--- src/rtl/instr_mem_loader_pkg.sv ---
// -----------------------------------------------------------------------------
// instr_mem_loader_pkg
// Shared definitions for the instruction memory loader:
//   - loader_state_e : loader FSM state encoding
//   - INSTR_BYTES    : bytes per instruction (24-bit instructions)
//   - CNT_W          : width of the frame byte counter (3 * 65535 fits)
//   - chk_fold()     : running XOR checksum step
//   - frame_bytes()  : number of data bytes carried by an N-instruction frame
// -----------------------------------------------------------------------------
package instr_mem_loader_pkg;

    typedef enum logic [2:0] {
        ST_IDLE   = 3'd0,
        ST_LEN_HI = 3'd1,
        ST_LEN_LO = 3'd2,
        ST_DATA   = 3'd3,
        ST_CHK    = 3'd4,
        ST_DONE   = 3'd5
    } loader_state_e;

    localparam int unsigned INSTR_BYTES = 32'd3;
    localparam int unsigned CNT_W       = 32'd18;

    // One step of the byte-wise XOR checksum over the data bytes
    function automatic logic [7:0] chk_fold(input logic [7:0] acc, input logic [7:0] data);
        return acc ^ data;
    endfunction

    // Data bytes in a frame announcing n instructions
    function automatic logic [CNT_W-1:0] frame_bytes(input logic [15:0] n);
        return CNT_W'(n) * CNT_W'(INSTR_BYTES);
    endfunction

endpackage

--- src/rtl/instr_mem_loader_adder.sv ---
// -----------------------------------------------------------------------------
// RippleCarryAdder
// Plain ripple-carry adder shared with the fetch-side address math.
// Result is modulo 2^WIDTH; the carry out of the top bit is discarded.
// Ports:
//   a, b : WIDTH-bit operands
//   cin  : carry in
//   sum  : WIDTH-bit result
// -----------------------------------------------------------------------------
module RippleCarryAdder #(
    parameter int unsigned WIDTH = 32'd24
) (
    input  logic [WIDTH-1:0] a,
    input  logic [WIDTH-1:0] b,
    input  logic             cin,
    output logic [WIDTH-1:0] sum
);

    logic [WIDTH-1:0] carry_s;

    // Carry chain from bit 0 upward, then per-bit sum
    always_comb begin
        carry_s    = {WIDTH{1'b0}};
        sum        = {WIDTH{1'b0}};
        carry_s[0] = cin;
        for (int i = 1; i < int'(WIDTH); i++) begin
            carry_s[i] = (a[i-1] & b[i-1]) | (carry_s[i-1] & (a[i-1] ^ b[i-1]));
        end
        for (int i = 0; i < int'(WIDTH); i++) begin
            sum[i] = a[i] ^ b[i] ^ carry_s[i];
        end
    end

endmodule

--- src/rtl/instr_mem_loader.sv ---
// -----------------------------------------------------------------------------
// instr_mem_loader
// Receives a framed byte stream and writes 24-bit instructions into the
// byte-addressed instruction memory, MSB byte first (A, A+1, A+2), holding the
// CPU in reset while a load session is active.
// Frame: LEN_HI, LEN_LO (instruction count N, big-endian), then 3*N data bytes.
// Optional build macro LOADER_CHECKSUM_EN adds a trailing checksum byte that
// must equal the XOR of all data bytes.
// Ports:
//   Clock   : system clock, rising edge
//   Reset   : synchronous, active-high
//   Start   : pulse, begins a session (honoured in IDLE/DONE only)
//   InData  : stream byte
//   InValid : InData valid
//   InReady : loader accepts a byte this cycle
//   WrEn    : memory byte write strobe (one cycle after the byte transfer)
//   WrAddr  : memory byte address
//   WrData  : memory byte data
//   CpuHold : high while a session is in progress
//   Done    : high in DONE
//   Error   : sticky per session (overflow, checksum mismatch)
// -----------------------------------------------------------------------------
module instr_mem_loader
    import instr_mem_loader_pkg::*;
#(
    parameter int unsigned MEM_DEPTH = 32'd128,
    parameter int unsigned ADDR_W    = 32'd24,
    parameter int unsigned BASE_ADDR = 32'd0
) (
    input  logic              Clock,
    input  logic              Reset,
    input  logic              Start,
    input  logic [7:0]        InData,
    input  logic              InValid,
    output logic              InReady,
    output logic              WrEn,
    output logic [ADDR_W-1:0] WrAddr,
    output logic [7:0]        WrData,
    output logic              CpuHold,
    output logic              Done,
    output logic              Error
);

    localparam logic [ADDR_W-1:0] BASE_C  = ADDR_W'(BASE_ADDR);
    localparam logic [ADDR_W-1:0] LIMIT_C = ADDR_W'(MEM_DEPTH);
    localparam logic [ADDR_W-1:0] ONE_C   = {{(ADDR_W-1){1'b0}}, 1'b1};

    loader_state_e      state_r;
    logic               in_ready_r;
    logic               wr_en_r;
    logic [ADDR_W-1:0]  wr_addr_r;
    logic [7:0]         wr_data_r;
    logic               cpu_hold_r;
    logic               done_r;
    logic               error_r;
    logic [ADDR_W-1:0]  addr_r;
    logic [7:0]         len_hi_r;
    logic [CNT_W-1:0]   total_r;
    logic [CNT_W-1:0]   cnt_r;
`ifdef LOADER_CHECKSUM_EN
    logic [7:0]         chk_r;
`endif

    logic               xfer_s;
    logic [15:0]        len_s;
    logic [CNT_W-1:0]   cnt_next_s;
    logic [ADDR_W-1:0]  addr_inc_s;
    logic               in_range_s;

    assign xfer_s     = InValid & in_ready_r;
    assign len_s      = {len_hi_r, InData};
    assign cnt_next_s = cnt_r + 18'd1;
    // Bytes past the end of memory are consumed but never written
    assign in_range_s = (addr_r < LIMIT_C);

    RippleCarryAdder #(
        .WIDTH (ADDR_W)
    ) u_addr_inc (
        .a   (addr_r),
        .b   (ONE_C),
        .cin (1'b0),
        .sum (addr_inc_s)
    );

    // Loader FSM with datapath registers and registered outputs
    always_ff @(posedge Clock) begin
        if (Reset) begin
            state_r    <= ST_IDLE;
            in_ready_r <= 1'b0;
            wr_en_r    <= 1'b0;
            wr_addr_r  <= BASE_C;
            wr_data_r  <= 8'h00;
            cpu_hold_r <= 1'b0;
            done_r     <= 1'b0;
            error_r    <= 1'b0;
            addr_r     <= BASE_C;
            len_hi_r   <= 8'h00;
            total_r    <= 18'd0;
            cnt_r      <= 18'd0;
`ifdef LOADER_CHECKSUM_EN
            chk_r      <= 8'h00;
`endif
        end else begin
            wr_en_r <= 1'b0;
            case (state_r)
                ST_IDLE, ST_DONE: begin
                    if (Start) begin
                        state_r    <= ST_LEN_HI;
                        in_ready_r <= 1'b1;
                        cpu_hold_r <= 1'b1;
                        done_r     <= 1'b0;
                        error_r    <= 1'b0;
                        addr_r     <= BASE_C;
                        wr_addr_r  <= BASE_C;
                        cnt_r      <= 18'd0;
`ifdef LOADER_CHECKSUM_EN
                        chk_r      <= 8'h00;
`endif
                    end else begin
                        state_r <= state_r;
                    end
                end
                ST_LEN_HI: begin
                    if (xfer_s) begin
                        len_hi_r <= InData;
                        state_r  <= ST_LEN_LO;
                    end else begin
                        state_r <= ST_LEN_HI;
                    end
                end
                ST_LEN_LO: begin
                    if (xfer_s) begin
                        total_r <= frame_bytes(len_s);
                        if (len_s != 16'd0) begin
                            state_r <= ST_DATA;
                        end else begin
`ifdef LOADER_CHECKSUM_EN
                            state_r    <= ST_CHK;
`else
                            state_r    <= ST_DONE;
                            in_ready_r <= 1'b0;
                            cpu_hold_r <= 1'b0;
                            done_r     <= 1'b1;
`endif
                        end
                    end else begin
                        state_r <= ST_LEN_LO;
                    end
                end
                ST_DATA: begin
                    if (xfer_s) begin
                        cnt_r  <= cnt_next_s;
                        addr_r <= addr_inc_s;
`ifdef LOADER_CHECKSUM_EN
                        chk_r  <= chk_fold(chk_r, InData);
`endif
                        if (in_range_s) begin
                            wr_en_r   <= 1'b1;
                            wr_addr_r <= addr_r;
                            wr_data_r <= InData;
                        end else begin
                            error_r <= 1'b1;
                        end
                        if (cnt_next_s == total_r) begin
`ifdef LOADER_CHECKSUM_EN
                            state_r    <= ST_CHK;
`else
                            state_r    <= ST_DONE;
                            in_ready_r <= 1'b0;
                            cpu_hold_r <= 1'b0;
                            done_r     <= 1'b1;
`endif
                        end else begin
                            state_r <= ST_DATA;
                        end
                    end else begin
                        state_r <= ST_DATA;
                    end
                end
`ifdef LOADER_CHECKSUM_EN
                ST_CHK: begin
                    if (xfer_s) begin
                        if (InData != chk_r) begin
                            error_r <= 1'b1;
                        end else begin
                            error_r <= error_r;
                        end
                        state_r    <= ST_DONE;
                        in_ready_r <= 1'b0;
                        cpu_hold_r <= 1'b0;
                        done_r     <= 1'b1;
                    end else begin
                        state_r <= ST_CHK;
                    end
                end
`endif
                default: begin
                    state_r    <= ST_IDLE;
                    in_ready_r <= 1'b0;
                    cpu_hold_r <= 1'b0;
                    done_r     <= 1'b0;
                end
            endcase
        end
    end

    assign InReady = in_ready_r;
    assign WrEn    = wr_en_r;
    assign WrAddr  = wr_addr_r;
    assign WrData  = wr_data_r;
    assign CpuHold = cpu_hold_r;
    assign Done    = done_r;
    assign Error   = error_r;

endmodule

--- config.mk ---
export PLATFORM = sky130hd
export DESIGN_NAME = instr_mem_loader
export DESIGN_NICKNAME = d
export VERILOG_FILES = /design/src/rtl/instr_mem_loader_pkg.sv /design/src/rtl/instr_mem_loader_adder.sv /design/src/rtl/instr_mem_loader.sv
export SDC_FILE = /design/constraint.sdc
export NUM_CORES = 1
export LEC_CHECK = 0
export BUFFER_PORTS_ARGS = -buffer_cell sky130_fd_sc_hd__clkbuf_2
export CAP_MARGIN = 10
export CORE_AREA = 2 2 106 108
export DETAILED_ROUTE_END_ITERATION = 8
export DIE_AREA = 0 0 108 110
export PLACE_DENSITY = 0.8
export SETUP_SLACK_MARGIN = 0.15
export SYNTH_ARGS = -nofsm -noshare
export SYNTH_HDL_FRONTEND = slang
export SYNTH_SLANG_ARGS = --single-unit
--- constraint.sdc ---
create_clock -name Clock -period 5 [get_ports Clock]
set_input_delay 0.75 -clock Clock [delete_from_list [all_inputs] [get_ports Clock]]
set_output_delay 0.75 -clock Clock [all_outputs]
set_load 0.02 [all_outputs]
======== Word-level counts from Yosys, hierarchy flattened ========
Cells that the tools add are included.
word-level totals
  register bits ........................... 107
  input bits .............................. 12
  output and inout port bits .............. 37
  word-level logic and storage cells ...... 120
cells by class
  eq/ne operators ......................... 12
  bitwise gates (word level) .............. 50
  magnitude comparators ................... 1
  add/subtract/negate cells ............... 1
  muxes and demuxes ....................... 32
  multipliers ............................. 1
  reduce and logical (&&, ||, !) cells .... 12
operator list
  cell                   number
  $mux 24                4
  $pmux 24 s2            2
  $mux 18                2
  $pmux 18 s2            1
  $lt 24x8->1 const B    1
  $and 1x1->1            23
  $xor 1x1->1            23
  $add 18x1->18 const B  1
  $eq 18x18->1           1
  $mul 16x2->18 const B  1
  $reduce_bool 16->1     1
  $mux 3                 5
  $ne 2x2->1 const B     7
  $mux 1                 13
  $pmux 3 s4             1
  $pmux 1 s4             2
  $reduce_and 4->1       2
  $eq 3x2->1 const B     2
  $reduce_and 3->1       2
  $reduce_and 6->1       1
  $not 1->1              4
  $reduce_and 2->1       2
  $eq 3x1->1 const B     1
  $eq 3x3->1 const B     1
  6 further kinds        6

======== Depth between registers and ports, before layout ========
Gate-level depths: netlist (run 1).
  depth in word-level cells ............... 25
  depth in mapped cells ................... 25
  gate-level depth less buffers ........... 25

======== Hierarchy ========
A second synthesis (run 1) with hierarchy kept.
unflattened totals
  cell total of the unflattened synthesis .. 712
  area, all modules ....................... 5978.2 µm²
modules (own cells, without submodules)
  module            seq. area each (µm²)  area an instance (µm²)  times used  cells an instance
  instr_mem_loader  2142.1                5475.3                  1           683
  RippleCarryAdder  0.0                   503.0                   1           29

======== Worst setup path after synthesis (run 1) ========
OpenSTA, ideal clock, no wires.
  kind .................................... register to register
  start point ............................. reg addr_r[0]
  end point ............................... reg addr_r[22]
  required time ........................... 4.872 ns
  setup time .............................. 0.128 ns
  setup slack ............................. 0.481 ns
  clock period less this slack ............ 4.519 ns
  path buffers ............................ 0
  arrival ................................. 4.391 ns
  stages on the path, launching flop included .. 25
  cell sequence ........................... dfxtp_1 ha_1 ha_1 ha_1 ha_1 ha_1 ha_1 ha_1 ha_1 ha_1 ha_1 ha_1 ha_1 ha_1 ha_1 ha_1 ha_1 ha_1 ha_1 ha_1 ha_1 ha_1 ha_1 a22oi_1 nor2_1
on the way
  cells in the longest elaborated chain, start to end .. 24
ends and longest elaborated chain
  element                     line                          RTL
  from (decl)                 instr_mem_loader.sv:56        logic [ADDR_W-1:0] addr_r;
  from (signal assigned)      instr_mem_loader.sv:153       addr_r <= addr_inc_s;
  $and 1x1->1 (21 in series)  instr_mem_loader_adder.sv:27  carry_s[i] = (a[i-1] & b[i-1]) | (carry_s[i-1] & (a[i-1] ^ b[i-1]));
  $xor 1x1->1                 instr_mem_loader_adder.sv:30  sum[i] = a[i] ^ b[i] ^ carry_s[i];
  $mux 24                     instr_mem_loader.sv:151       if (xfer_s) begin
  $pmux 24 s2                 instr_mem_loader.sv:105       case (state_r)
Every way passes these cells. The select of a mux whose other input is x is not followed.
A chain may end at the register's enable or synchronous reset.

======== Worst setup path after layout (run 1) ========
  start point ............................. reg addr_r[0]
  end point ............................... reg addr_r[23]
on the way
  cells in the longest elaborated chain, start to end .. 25
ends and longest elaborated chain
  element                     line
  $and 1x1->1 (22 in series)  instr_mem_loader_adder.sv:27
  $xor 1x1->1                 instr_mem_loader_adder.sv:30
  $mux 24                     instr_mem_loader.sv:151
  $pmux 24 s2                 instr_mem_loader.sv:105
Every way passes these cells. The select of a mux whose other input is x is not followed.

==> impl_metrics.tcl, run 1 <==
set metrics [dict create \
    outcome "completed" \
    synth_compound_area_share_pct 16.4 \
    critPathKind "flop to flop" \
    drive_gt1_share_pct 12.2 \
    synth_cell_types 56 \
    wire_per_inst_um 14.8 \
    skew_ns 0.0100 \
    htree_levels 3 \
    finalSetupViolCount 0 \
    regToRegSetupSlack_ns 0.38 \
    vias 4975 \
    whs_ns 0.461 \
    maxSlewHeadroom_pct 25.1 \
    clk_latency_ns 0.39 \
    synthMuxAreaShare_pct 2.98 \
    synth-edff-count 0 \
    hp-class "flop to flop" \
    hpwl_mm 9.02 \
    yosys-top-cells-area "dfxtp_1 (37%), ha_1 (10%), nor2_1 (6.1%)" \
    timing.rr.start "addr_r[0]" \
    io_pins 49 \
    antenna_found_initial 0 \
    start_util_pct 53.7 \
    ys_warn_count 0 \
    finalHoldViolCount 0 \
    report.final.slew_viol_count 0 \
    place_ws_ns 0.215 \
    dieArea_sq_mm 0.0119 \
    fp-row-count 38 \
    period_share_pct 92.4 \
    root_buffer "clkbuf_8" \
    synthSimpleGateAreaFrac_pct 23.7 \
    start_kind "flop" \
    syn_avg_cell_area_sq_um 8.44 \
    rsz0062_at_grt "no" \
    die_x_um 108 \
    fin_ws_ns 0.380 \
    cts_hold_buffers 0 \
    place_congestion 0.859 \
    drtPass1Iterations 5 \
    cp.arrival_ns 4.93 \
    die_y_um 110 \
    syn-instance-count 681 \
    synth.top_cell.area_share_pct 37.3 \
    crit_required_ns 5.31 \
    holdPathStages 2 \
    netlist_area_sq_mm 0.00575 \
    overflow 0 \
    drv_cap 0 \
    num_antenna_cells 0 \
    r2r_end "addr_r[23]" \
    cts_tree "built" \
    synth_top_area_cell "dfxtp_1" \
    synth_top_family_by_area "simple AND/OR/NAND/NOR gates" \
    cts_buffer_depth 2 \
    fill_cells 931 \
    port_buffers 48 \
    fin_cells 852 \
    cts_buffers 9 \
    track_usage_pct 22.3 \
    place_inst 836 \
    yosys.area_share.xor_xnor_pct 4.57 \
    fmax_mhz 216 \
    ir_drop_mv 0.137 \
    synth.yosys.seq_area_share_pct 37.3 \
    yosys.area_share.adder_pct 10.8 \
    core-area_sq_mm 0.0107 \
    clock_sinks 107 \
    post-route-min-period_ns 4.62 \
    clkTransAtPathRegs_ns 0.10 \
    viasPerCell 5.84 \
    fin_tns_setup_ns 0 \
    power.leakage_uw 0.00252 \
    synth_fp_nets 742 \
    worst_pin_slew_ns 1.12 \
    end_kind "flop" \
    ys_ff_latch 107 \
    grt_pass1_vias 4611 \
    synth_top_flop_cell "dfxtp_1" \
    pwr_density_cell_mw_per_mm2 238 \
    grt_first_pass_wirelength_mm 21.5 \
    area_growth_syn_to_layout_pct 8.88 \
    async_reset_ff_share_pct 0 \
    holdCritStartpoint "WrAddr[1]" \
    reg2reg_depth 25 \
    nets 768 \
    holdPathEnd "WrAddr[1]" \
    totalWireLength_mm 12.6 \
    drc_errors 0 \
    cp_max_fo 4 \
    ant_nets 0 \
    grt_max_degree 50 \
    drt_iter0_markers 273 \
]
==> final cells by class <==
cell class              count  area (sq um)  share of cell area (%)
repair buffers             54           285                    4.56
clock inverters             5          45.0                   0.720
well taps                 140           175                    2.80
flip-flops and latches    107          2140                    34.3
multi-input cells         515          3390                    54.2
clock buffers              11           141                    2.26
inverters                  20          75.1                    1.20
==> sequential cells by signal (all words and copies together) (netlist names), 3 cells and up <==
register and cells:
WrData 8, state_r 3, total_r 18, addr_r 24, cnt_r 18, WrAddr 24
len_hi_r 8
==> metrics by stage <==
stage / total power (uW) / instance area [sq um] / util, %
final: 1490 / 6260 / 58.5
after global routing: 1550 / 6260 / 58.5
after CTS: 1500 / 6230 / 58.2
after detailed placement: 993 / 6040 / 56.5
after global placement: 989 / 6040 / 56.5
after floorplan: 963 / 5750 / -
==> per-layer routing <==
layer	vias to the layer above	routed length [um]	track usage, %
li1	2473	-	-
met1	2345	5860	28.5
met2	131	5970	38.0
met3	26	540	4.06
met4	0	254	8.06
met5	-	0	0
==> worst max path at each step <==
stage	depth (start not counted)	from	endpoint
floorplan	24	addr_r[0]	addr_r[22]
global placement	24	addr_r[0]	addr_r[22]
detailed placement	24	addr_r[0]	addr_r[22]
CTS	24	addr_r[0]	addr_r[22]
global route	25	addr_r[0]	addr_r[23]
finish	25	addr_r[0]	addr_r[23]
==> Yosys cell counts, types with 2 or more instances <==
cell type and n:
nor3_1 16, nor2b_1 5, a311oi_1 6, o21a_1 4, nand4b_1 2, nor2_1 94
o41a_1 2, and2_1 22, nand3b_1 6, o22ai_1 2, clkbuf_1 26, o22a_1 2
nand3_2 2, a211oi_1 10, nand4_1 15, nor3b_1 2, o21bai_1 2, dfxtp_1 107
nand3_1 17, nand2b_1 3, a21o_1 4, a2111oi_0 2, or3_1 4, inv_1 20
a22oi_1 23, nand2_1 56, ha_1 48, xor2_1 8, nor4_1 6, o21ai_0 26
xnor2_1 22, and4_1 3, mux2i_1 16, buf_2 10, a31oi_1 8, or4_1 3
a211o_1 2, and3_1 5, a21oi_1 53
==> kinds of logic after synthesis <==
kind of cell | Yosys count
simple gates | 269
compound gates | 150
flops | 107
buf+inv | 59
fa+ha+maj | 49
xor+xnor | 30
mux | 17
==> cell usage in the layout (no fill, tap or decap), drive strengths merged, types with 16 or more instances in the layout <==
cell and count:
mux2i 16, nand3 19, a22oi 23, nand4 16
ha 48, a21oi 53, dfxtp 107, nor2 94
o21ai 26, inv 22, clkbuf 59, nand2 57
nor3 17, and2 22, xnor2 22
==> worst max-delay path, cell delays in order, from the launching register on <==
cell     delay, ns
dfxtp_2       0.35
ha_2          0.18
ha_1          0.18
ha_1          0.18
ha_1          0.18
ha_1          0.18
ha_1          0.19
ha_2          0.17
ha_1          0.17
ha_1          0.17
ha_1          0.18
ha_2          0.16
ha_1          0.17
ha_1          0.18
ha_1          0.18
ha_2          0.17
ha_1          0.18
ha_2          0.17
ha_1          0.18
ha_1          0.18
ha_1          0.18
ha_2          0.18
ha_4          0.16
nor2_2        0.06
o21ai_1       0.06
a21oi_1       0.19
==> power breakdown <==
part           leakage, uW  switching [uW]  internal (uW)
Combinational      0.00157            79.0           35.8
Sequential        0.000863            5.37            855
Clock            0.0000920             309            202
==> what timing repair did <==
item | in CTS | in global routing
endpoints found under the setup margin | 0 | 3
buffers inserted | 0 | 0
hold endpoints to repair | 0 | 0
resized for setup | 0 | 11
Power figures use the tool's default switching activity.
==> run 2, diff against run 1 <==
--- a/config.mk
+++ b/config.mk
@@ -7,11 +7,12 @@
 export LEC_CHECK = 0
 export BUFFER_PORTS_ARGS = -buffer_cell sky130_fd_sc_hd__clkbuf_2
 export CAP_MARGIN = 10
-export CORE_AREA = 2 2 106 108
+export CORE_AREA = 2 2 108 110
 export DETAILED_ROUTE_END_ITERATION = 8
-export DIE_AREA = 0 0 108 110
+export DIE_AREA = 0 0 110 112
 export PLACE_DENSITY = 0.8
 export SETUP_SLACK_MARGIN = 0.15
 export SYNTH_ARGS = -nofsm -noshare
 export SYNTH_HDL_FRONTEND = slang
+export SYNTH_HIERARCHICAL = 1
 export SYNTH_SLANG_ARGS = --single-unit
==> impl_metrics.tcl, run 2 <==
set metrics [dict create \
    reg2reg_depth 28 \
    rsz0062_at_grt "yes" \
    fin_tns_setup_ns -27.23 \
    cts_buffer_depth 2 \
    period_share_pct 179 \
    cpMaxStageDelayCell "fa_2" \
    clkTransAtPathRegs_ns 0.07 \
    finalSetupViolCount 13 \
    drc_errors 0 \
    clk_latency_ns 0.36 \
    grt_pass1_vias 5116 \
    cpMostUsedCell "fa_2" \
    outcome "finished with violations" \
    ant_nets 0 \
    power.leakage_uw 0.00273 \
    ys_ff_latch 107 \
    synth_top_flop_cell "dfxtp_1" \
    drt_iter0_markers 319 \
    cts_hold_buffers 0 \
    synth.top_cell.area_share_pct 35.8 \
    port_buffers 48 \
    antenna_found_initial 0 \
    syn_avg_cell_area_sq_um 8.40 \
    drive_gt1_share_pct 14.7 \
    hp-class "flop to flop" \
    start_util_pct 53.5 \
    wire_per_inst_um 15.3 \
    cp.arrival_ns 9.22 \
    die_x_um 110 \
    cts_tree "built" \
    ir_drop_mv 0.233 \
    cp_max_fo 2 \
    syn-instance-count 712 \
    start_kind "flop" \
    synth-edff-count 0 \
    dieArea_sq_mm 0.0123 \
    synth_commonest_cells "dfxtp_1 (107), nand2_1 (104), nor2_1 (68)" \
    yosysMostFrequentCell "dfxtp_1" \
    nets 830 \
    worst_pin_slew_ns 1.25 \
    fp-row-count 39 \
    timing.rr.start "addr_r[0]" \
    drv_cap 0 \
    vias 5196 \
    ys_warn_count 6 \
    overflow 0 \
    power_uw 1830 \
    clock_sinks 107 \
    finalHoldViolCount 0 \
    layout_common_cells "dfxtp_1 (106), nand2_1 (104), nor2_1 (68)" \
    post_cts_buffers 0 \
    synth.yosys.seq_area_share_pct 35.8 \
    cp.buffers_inverters 2 \
    regToRegSetupSlack_ns -3.96 \
    grt_first_pass_wirelength_mm 23.4 \
    holdCritStartpoint "Error" \
    critPathMaxStageDelay_ns 0.38 \
    grt_max_degree 61 \
    end_kind "flop" \
    synth_cell_types 56 \
    netlist_area_sq_mm 0.00598 \
    multiInputGateArea_sq_mm 0.00370 \
    fin_ws_ns -3.96 \
    die_y_um 112 \
    skew_ns 0.00718 \
    place_congestion 0.890 \
    report.final.slew_viol_count 0 \
    cp_top_family "adder cells" \
    crit_required_ns 5.27 \
    violations "negative setup slack" \
    synth_top_area_cell "dfxtp_1" \
    hpwl_mm 9.94 \
    holdPathStages 2 \
    viasPerCell 5.67 \
    drtPass1Iterations 5 \
    htree_levels 3 \
    totalWireLength_mm 14.0 \
    layout_commonest_cell "dfxtp_1" \
    critPathKind "flop to flop" \
    num_antenna_cells 0 \
    core-area_sq_mm 0.0112 \
    area_growth_syn_to_layout_pct 13.4 \
    track_usage_pct 23.8 \
    pwr_density_cell_mw_per_mm2 269 \
    cts_buffers 9 \
    seqCellArea_sq_mm 0.00214 \
    holdPathEnd "Error" \
    maxSlewHeadroom_pct 16.4 \
    yosys-top-cells-area "dfxtp_1 (36%), fa_1 (8.0%), nand2_1 (6.5%)" \
    fmax_mhz 112 \
    async_reset_ff_share_pct 0 \
    post-route-min-period_ns 8.96 \
    io_pins 49 \
    fill_cells 942 \
    root_buffer "clkbuf_16" \
    r2r_end "addr_r[23]" \
]
run 2: cell types whose count changed after synthesis, moves of 20 or more:
cell     change
ha_1        -22
fa_1        +23
nand2_1     +48
and2_1      -20
nor2_1      -26
run 2: worst reg2reg max path, delay by kind of cell (launching register included):
family                     cells  cell delay (ns)
DFF                            1             0.33
adders and majority gates     23             8.02
xor gates and xnor gates       1             0.19
and+or+nand+nor                1             0.06
AOI/OAI and AO/OA              1             0.15
buffers and inverters          2             0.11
run 2: repair_timing:
item                                    4_1_cts  5_1_grt
hold endpoints to repair                      0        0
pin swaps                                    33       17
endpoints found under the setup margin       13       14
resized for setup                             6        1
run 2: worst max path at each step:
stage / start / endpoint / slack [ns] / cells after the start
2_1_floorplan: addr_r[4] / addr_r[15] / 0.16 / 14
5_1_grt: addr_r[0] / addr_r[23] / -4.22 / 28
3_3_place_gp: addr_r[0] / addr_r[23] / -4.09 / 28
3_5_place_dp: addr_r[0] / addr_r[23] / -4.27 / 28
4_1_cts: addr_r[0] / addr_r[23] / -4.24 / 28
6_report: addr_r[0] / addr_r[23] / -3.96 / 28
run 2: stage by stage:
stage / setup slack (ns) / area, sq um / hold slack, ns / util [%] / cells
global placement: -4.09 / 6480 / 0.461 / 58.0 / 900
CTS: -4.24 / 6770 / 0.484 / 60.6 / 916
detailed placement: -4.27 / 6480 / 0.467 / 58.0 / 900
floorplan: 0.157 / 6110 / 0.443 / - / 735
global route: -4.22 / 6780 / 0.495 / 60.7 / 916
finish: -3.96 / 6780 / 0.478 / 60.7 / 916
run 2: logic make-up (layout without fill, tap and decap cells):
| logic type | Yosys count | after routing | share of synthesized area (%) |
|---|---|---|---|
| other | 2 | 25 | 0.126 |
| multiplexers | 18 | 18 | 3.01 |
| AND/OR/NAND/NOR | 277 | 277 | 22.0 |
| AO/OA/AOI/OAI | 149 | 149 | 14.9 |
| buffers and inverters | 71 | 109 | 4.83 |
| adder cells (fa/ha/maj) | 51 | 51 | 13.6 |
| XOR/XNOR | 37 | 37 | 5.67 |
| flip-flops | 107 | 107 | 35.8 |
run 2: final cells by class:
type                    instances  area share, %
well taps                     143           2.64
inverters                      29           1.61
flip-flops and latches        107           31.6
clock inverters                 7          0.868
multi-input cells             557           54.6
repair buffers                 64           5.32
clock buffers                   9           3.32
run 2: per-layer routing:
| metal | track usage (%) | share of wire [%] | vias up | routed length, um |
|---|---|---|---|---|
| met1 | 30.6 | 44 | 2526 | 6160 |
| met5 | 0 | 0 | - | 0 |
| met4 | 9.54 | 1.6 | 0 | 226 |
| met3 | 3.69 | 3.8 | 16 | 527 |
| li1 | - | - | 2538 | - |
| met2 | 39.7 | 50 | 116 | 7050 |
run 2: power by group:
| group | leakage, uW | switching (uW) | internal, uW |
|---|---|---|---|
| combinational | 0.00172 | 150 | 92.2 |
| clock | 0.000139 | 345 | 347 |
| sequential | 0.000865 | 21.0 | 869 |
